<file path="config.mk">
export PLATFORM = sky130hd
export DESIGN_NAME = nvram_sd_sequencer
export DESIGN_NICKNAME = d
export VERILOG_FILES = /design/src/rtl/nvram_sd_sequencer.sv
export SDC_FILE = /design/constraint.sdc
export NUM_CORES = 1
export LEC_CHECK = 0
export CAP_MARGIN = 15
export CORE_UTILIZATION = 46
export DETAILED_ROUTE_END_ITERATION = 7
export PLACE_DENSITY_LB_ADDON = 0.25
export SLEW_MARGIN = 25
export SYNTH_ARGS = -nofsm -noshare
export SYNTH_HDL_FRONTEND = slang
export SYNTH_SLANG_ARGS = --single-unit
</file>
<file path="constraint.sdc">
create_clock -name clk_sys -period 4.9 [get_ports clk_sys]
set_clock_uncertainty 0.15 [all_clocks]
set_input_delay 0.98 -clock clk_sys [delete_from_list [all_inputs] [get_ports clk_sys]]
set_output_delay 0.98 -clock clk_sys [all_outputs]
set_load 0.05 [all_outputs]
</file>
<file path="src/rtl/nvram_sd_sequencer.sv">
// rtl/nvram_sd_sequencer.sv - sector-by-sector save-state transfer sequencer between state RAM and hps_io SD
// Optional handshake timeout abort enabled by defining NVSEQ_TIMEOUT_EN.
module nvram_sd_sequencer #(
  parameter int          SECT_BITS = 6,
  parameter int          SLOT_BITS = 2,
  parameter logic [23:0] TIMEOUT   = 24'hFFFFFF
) (
  input  logic                 clk_sys,
  input  logic                 reset,
  input  logic                 ena,
  input  logic                 load_req,
  input  logic                 save_req,
  input  logic [SLOT_BITS-1:0] slot,
  output logic [31:0]          sd_lba,
  output logic                 sd_rd,
  output logic                 sd_wr,
  input  logic                 sd_ack,
  output logic                 busy,
  output logic                 loading,
  output logic                 done,
  output logic                 err
);

  typedef enum logic [1:0] {IDLE, REQ, XFER} state_t;

  state_t      state, state_n;
  logic        dir, dir_n;
  logic [31:0] lba_n;
  logic        rd_n, wr_n, busy_n, loading_n, done_n;
  logic        load_q, save_q, ack_q;
  logic        load_edge, save_edge, last_sect;

  // ena gates the level before edge detection, so ena rising under a held request counts as an edge
  assign load_edge = load_req & ena & ~load_q;
  assign save_edge = save_req & ena & ~save_q;
  assign last_sect = &sd_lba[SECT_BITS-1:0];

`ifdef NVSEQ_TIMEOUT_EN
  logic [23:0] tmo_cnt, tmo_cnt_n;
  logic        err_r, err_n;
  assign err = err_r;
`else
  assign err = 1'b0;
`endif

  always_comb begin
    state_n   = state;
    dir_n     = dir;
    lba_n     = sd_lba;
    rd_n      = sd_rd;
    wr_n      = sd_wr;
    busy_n    = busy;
    loading_n = loading;
    done_n    = 1'b0;
    case (state)
      IDLE: begin
        if (load_edge || save_edge) begin
          state_n   = REQ;
          dir_n     = load_edge;
          lba_n     = 32'({slot, {SECT_BITS{1'b0}}});
          rd_n      = load_edge;
          wr_n      = ~load_edge;
          busy_n    = 1'b1;
          loading_n = load_edge;
        end
      end
      REQ: begin
        if (!ack_q && sd_ack) begin
          rd_n    = 1'b0;
          wr_n    = 1'b0;
          state_n = XFER;
        end
      end
      XFER: begin
        if (ack_q && !sd_ack) begin
          if (last_sect) begin
            state_n   = IDLE;
            busy_n    = 1'b0;
            loading_n = 1'b0;
            done_n    = 1'b1;
          end else begin
            // sector field wraps within the slot; the slot bits never carry
            lba_n   = {sd_lba[31:SECT_BITS], sd_lba[SECT_BITS-1:0] + SECT_BITS'(1)};
            rd_n    = dir;
            wr_n    = ~dir;
            state_n = REQ;
          end
        end
      end
      default: state_n = IDLE;
    endcase
`ifdef NVSEQ_TIMEOUT_EN
    err_n     = 1'b0;
    tmo_cnt_n = '0;
    if (state != IDLE && !(ack_q ^ sd_ack))
      tmo_cnt_n = tmo_cnt + 24'd1;
    if (state != IDLE && tmo_cnt == TIMEOUT) begin
      state_n   = IDLE;
      rd_n      = 1'b0;
      wr_n      = 1'b0;
      busy_n    = 1'b0;
      loading_n = 1'b0;
      done_n    = 1'b0;
      err_n     = 1'b1;
      tmo_cnt_n = '0;
    end
`endif
  end

  always_ff @(posedge clk_sys) begin
    if (reset) begin
      state   <= IDLE;
      dir     <= 1'b0;
      sd_lba  <= '0;
      sd_rd   <= 1'b0;
      sd_wr   <= 1'b0;
      busy    <= 1'b0;
      loading <= 1'b0;
      done    <= 1'b0;
      load_q  <= 1'b0;
      save_q  <= 1'b0;
      ack_q   <= 1'b0;
    end else begin
      state   <= state_n;
      dir     <= dir_n;
      sd_lba  <= lba_n;
      sd_rd   <= rd_n;
      sd_wr   <= wr_n;
      busy    <= busy_n;
      loading <= loading_n;
      done    <= done_n;
      load_q  <= load_req & ena;
      save_q  <= save_req & ena;
      ack_q   <= sd_ack;
    end
  end

`ifdef NVSEQ_TIMEOUT_EN
  always_ff @(posedge clk_sys) begin
    if (reset) begin
      tmo_cnt <= '0;
      err_r   <= 1'b0;
    end else begin
      tmo_cnt <= tmo_cnt_n;
      err_r   <= err_n;
    end
  end
`endif

endmodule

</file>
==> run_results.csv <==
group,metric,value,unit
critical_path,path_buf_inv,1,
place,detailed_place_hpwl,1690,um
clock_network,cts_setup_buffers,0,
clock_network,root_buffer,"clkbuf_4",
detailed_routing,maxUsedRoutingLayer,"met4",
pwr,power.leakage,0.000531,uW
detailed_routing,drt_wl_total,2290,um
finish,largest-register,"sd_lba",
sta,relSlewSlack,0.597,
yosys,muxShareOfSynthArea,0,
global_route,grt_usage,0.181,
sta,tightest_slew,0.600,ns
detailed_routing,vias,961,
yosys,synth-compound-area-share,0.204,
yosys,synthCells,136,
critical_path,reg2reg_slack,2.44,ns
critical_path,startpoint,"sd_lba[0]$_SDFFE_PP0P_",
critical_path,crit_chain,"clkdlybuf4s50_1",
critical_path,endpoint_kind,"output pin",
yosys,yosysSeqAreaShare,0.330,
outcome,outcome,"finished clean",
sta,timing.final.crit_share,0.548,
pwr,power.density,479,mW/mm^2
yosys,ys_warn_count,0,
sta,rsz0062_at_grt,"false",
critical_path,critical-path-top-delay-family,"buffers and inverters",
clock_network,holdBufCountCts,0,
finish,ff_latch_area,380,um^2
finish,largest_reg_flops,8,
critical_path,reg2reg_depth,7,
finish,fillerInstances,223,
detailed_routing,routed-wl-met2,1090,um
yosys,yosysTopAreaCell,"dfxtp_1",
yosys,yosys_most_used_dff,"dfxtp_1",
yosys,ys_ff_latch,19,
sta,slew_viol_final,0,
finish,mostFrequentLayoutCell,"conb_1",
finish,drive_gt1_frac,0.0701,
global_route,antenna_found_initial,0,
critical_path,crit_cells,1,
floorplanning,coreArea,0.00228,mm^2
pwr,total_power,626,uW
critical_path,crit_type,"flip-flop to output pin",
clock_network,h-tree-depth,1,
place,routabilityCongestion,0.897,
global_route,grt_max_degree,14,
critical_path,arrival,1.55,ns
clock_network,cts_tree,"built",
finish,reg_top3,"sd_lba: 8 flops, state: 2 flops",
floorplanning,die_h,52.0,um
yosys,async_flop_share,0,
critical_path,slowest_stage,"clkdlybuf4s50_1",
finish,fin_nets,172,
critical_path,cp_max_fo,5,
yosys,syn_area,0.00115,mm^2
clock_network,clockBufferDepth,2,
yosys,synth_area_leaders,"dfxtp_1 33%, buf_4 16%, ha_1 6.5%",
finish,multiInputGateArea,639,um^2
pwr,pwr-share-clk,0.127,
clock_network,cts_resized,0,
detailed_routing,viasPerCell,5.19,
yosys,synth_top_family_by_area,"compound AO/OA/AOI/OAI gates",
detailed_routing,wl_per_cell,12.4,um
sta,holdWs,0.312,ns
finish,area_delta_synth_final,13.6,%
worst_hold_path,hold_path.class,"flip-flop to flip-flop",
finish,diodes,0,
yosys,synth_top_area_frac,0.330,
place,portBuffers,20,
sta,clock.fmax,373,MHz
job,maxCapViolCount,0,
critical_path,start_kind,"flip-flop",
floorplanning,rows,17,
sta,hold_viol,0,
clock_network,clk_latency,0.29,ns
global_route,grt-ovfl-total,0,
critical_path,rr_endpoint,"loading$_SDFFE_PP0P_",
sta,finalSetupViolCount,0,
critical_path,slowest_delay,0.83,ns
yosys,synth_edf_count,0,
floorplanning,io_pins,46,
detailed_routing,drc,0,
floorplanning,die_area,0.00271,mm^2
detailed_routing,first_iter_violations,13,
yosys,yosys.area_share.adder,0.0652,
pwr,power_frac_seq,0.308,
pwr,ir_drop,385,uV
critical_path,worstSetupEndpoint,"sd_lba[0]",
critical_path,required,3.77,ns
clock_network,clock-sinks,19,
critical_path,timing.rr.start,"state[0]$_SDFFE_PP0P_",
yosys,yosysUniqueCellTypes,33,
yosys,synth-xor-area-share,0,
detailed_routing,ant_nets,0,
clock_network,clk_pin_slew,0.11,ns
clock_network,cts-buffers-inserted,3,
floorplanning,start_util,0.506,
floorplanning,die_w,52.0,um
detailed_routing,first_pass_iters,4,
global_route,grt_pass1_vias,848,
yosys,syn_avg_cell_area,8.46,um^2
detailed_routing,wl_met1,1070,um
detailed_routing,wl_met3,96,um
pwr,p_switching,302,uW
global_route,grt_pass1_wl,3590,um
yosys,yosys.area_share.simple,0.204,
sta,min_period,2.68,ns
finish,final_cell_mix,"25 x conb_1, 20 x clkdlybuf4s50_1, 19 x dfxtp_1",
pwr,intPower,325,uW
pwr,swShare,0.482,
sta,totalNegativeSetupSlack,0,ns
pwr,p_comb_frac,0.566,
worst min-delay path by stage:
stage                                 from                endpoint  cells after the start
global route        sd_lba[7]$_SDFFE_PP0P_  sd_lba[7]$_SDFFE_PP0P_                      2
floorplan                 dir$_SDFFE_PP0P_        dir$_SDFFE_PP0P_                      2
CTS                 sd_lba[7]$_SDFFE_PP0P_  sd_lba[7]$_SDFFE_PP0P_                      2
global placement    sd_lba[7]$_SDFFE_PP0P_  sd_lba[7]$_SDFFE_PP0P_                      2
detailed placement  sd_lba[7]$_SDFFE_PP0P_  sd_lba[7]$_SDFFE_PP0P_                      2
finish              sd_lba[7]$_SDFFE_PP0P_  sd_lba[7]$_SDFFE_PP0P_                      2
synthesized netlist by cell type (2+ instances only):
cell type   n
a21oi_1    14
a31o_1      2
and3_1      2
buf_4      25
clkbuf_1    2
dfxtp_1    19
ha_1        6
inv_1       5
inv_2       2
nand2_1    12
nand2b_1    2
nand3_1     4
nand3b_1    2
nor2_1      4
nor3_1      6
o21ai_0     6
o32ai_1     3
or3_1       2
or4_1       4
metal layers:
metal	global-route usage	up-vias
met4	0.0946	0
met2	0.278	29
li1	-	476
met3	0.0263	4
met1	0.242	452
met5	0	-
layout make-up:
| cell class | instances | area share |
|---|---|---|
| clock buffers | 4 | 0.0201 |
| inverters | 7 | 0.0201 |
| multi-input cells | 107 | 0.489 |
| flip-flops and latches | 19 | 0.291 |
| well taps | 28 | 0.0268 |
| repair buffers | 20 | 0.153 |
power groups by stage:
| stage | sequential (uW) | combinational, uW | clock (uW) |
|---|---|---|---|
| final | 193 | 354 | 79.3 |
| after global routing | 196 | 382 | 87.9 |
| after CTS | 193 | 352 | 82.7 |
| after detailed placement | 197 | 350 | 0 |
| after global placement | 196 | 345 | 0 |
| after floorplan | 243 | 241 | 0 |
cells by family after synthesis:
family	count (synthesis)
simple gates	43
buf+inv	34
compound gates	33
other cells	1
flops	19
fa+ha+maj	6
stage by stage:
step	cells	worst slack, ns	utilization	cell area (um^2)
floorplan	160	2.58	-	1240
global placement	181	2.01	0.563	1280
detailed placement	181	1.97	0.563	1280
CTS	185	2.20	0.574	1310
global route	185	2.18	0.574	1310
finish	185	2.22	0.574	1310
(Power assumes the default switching activity.)
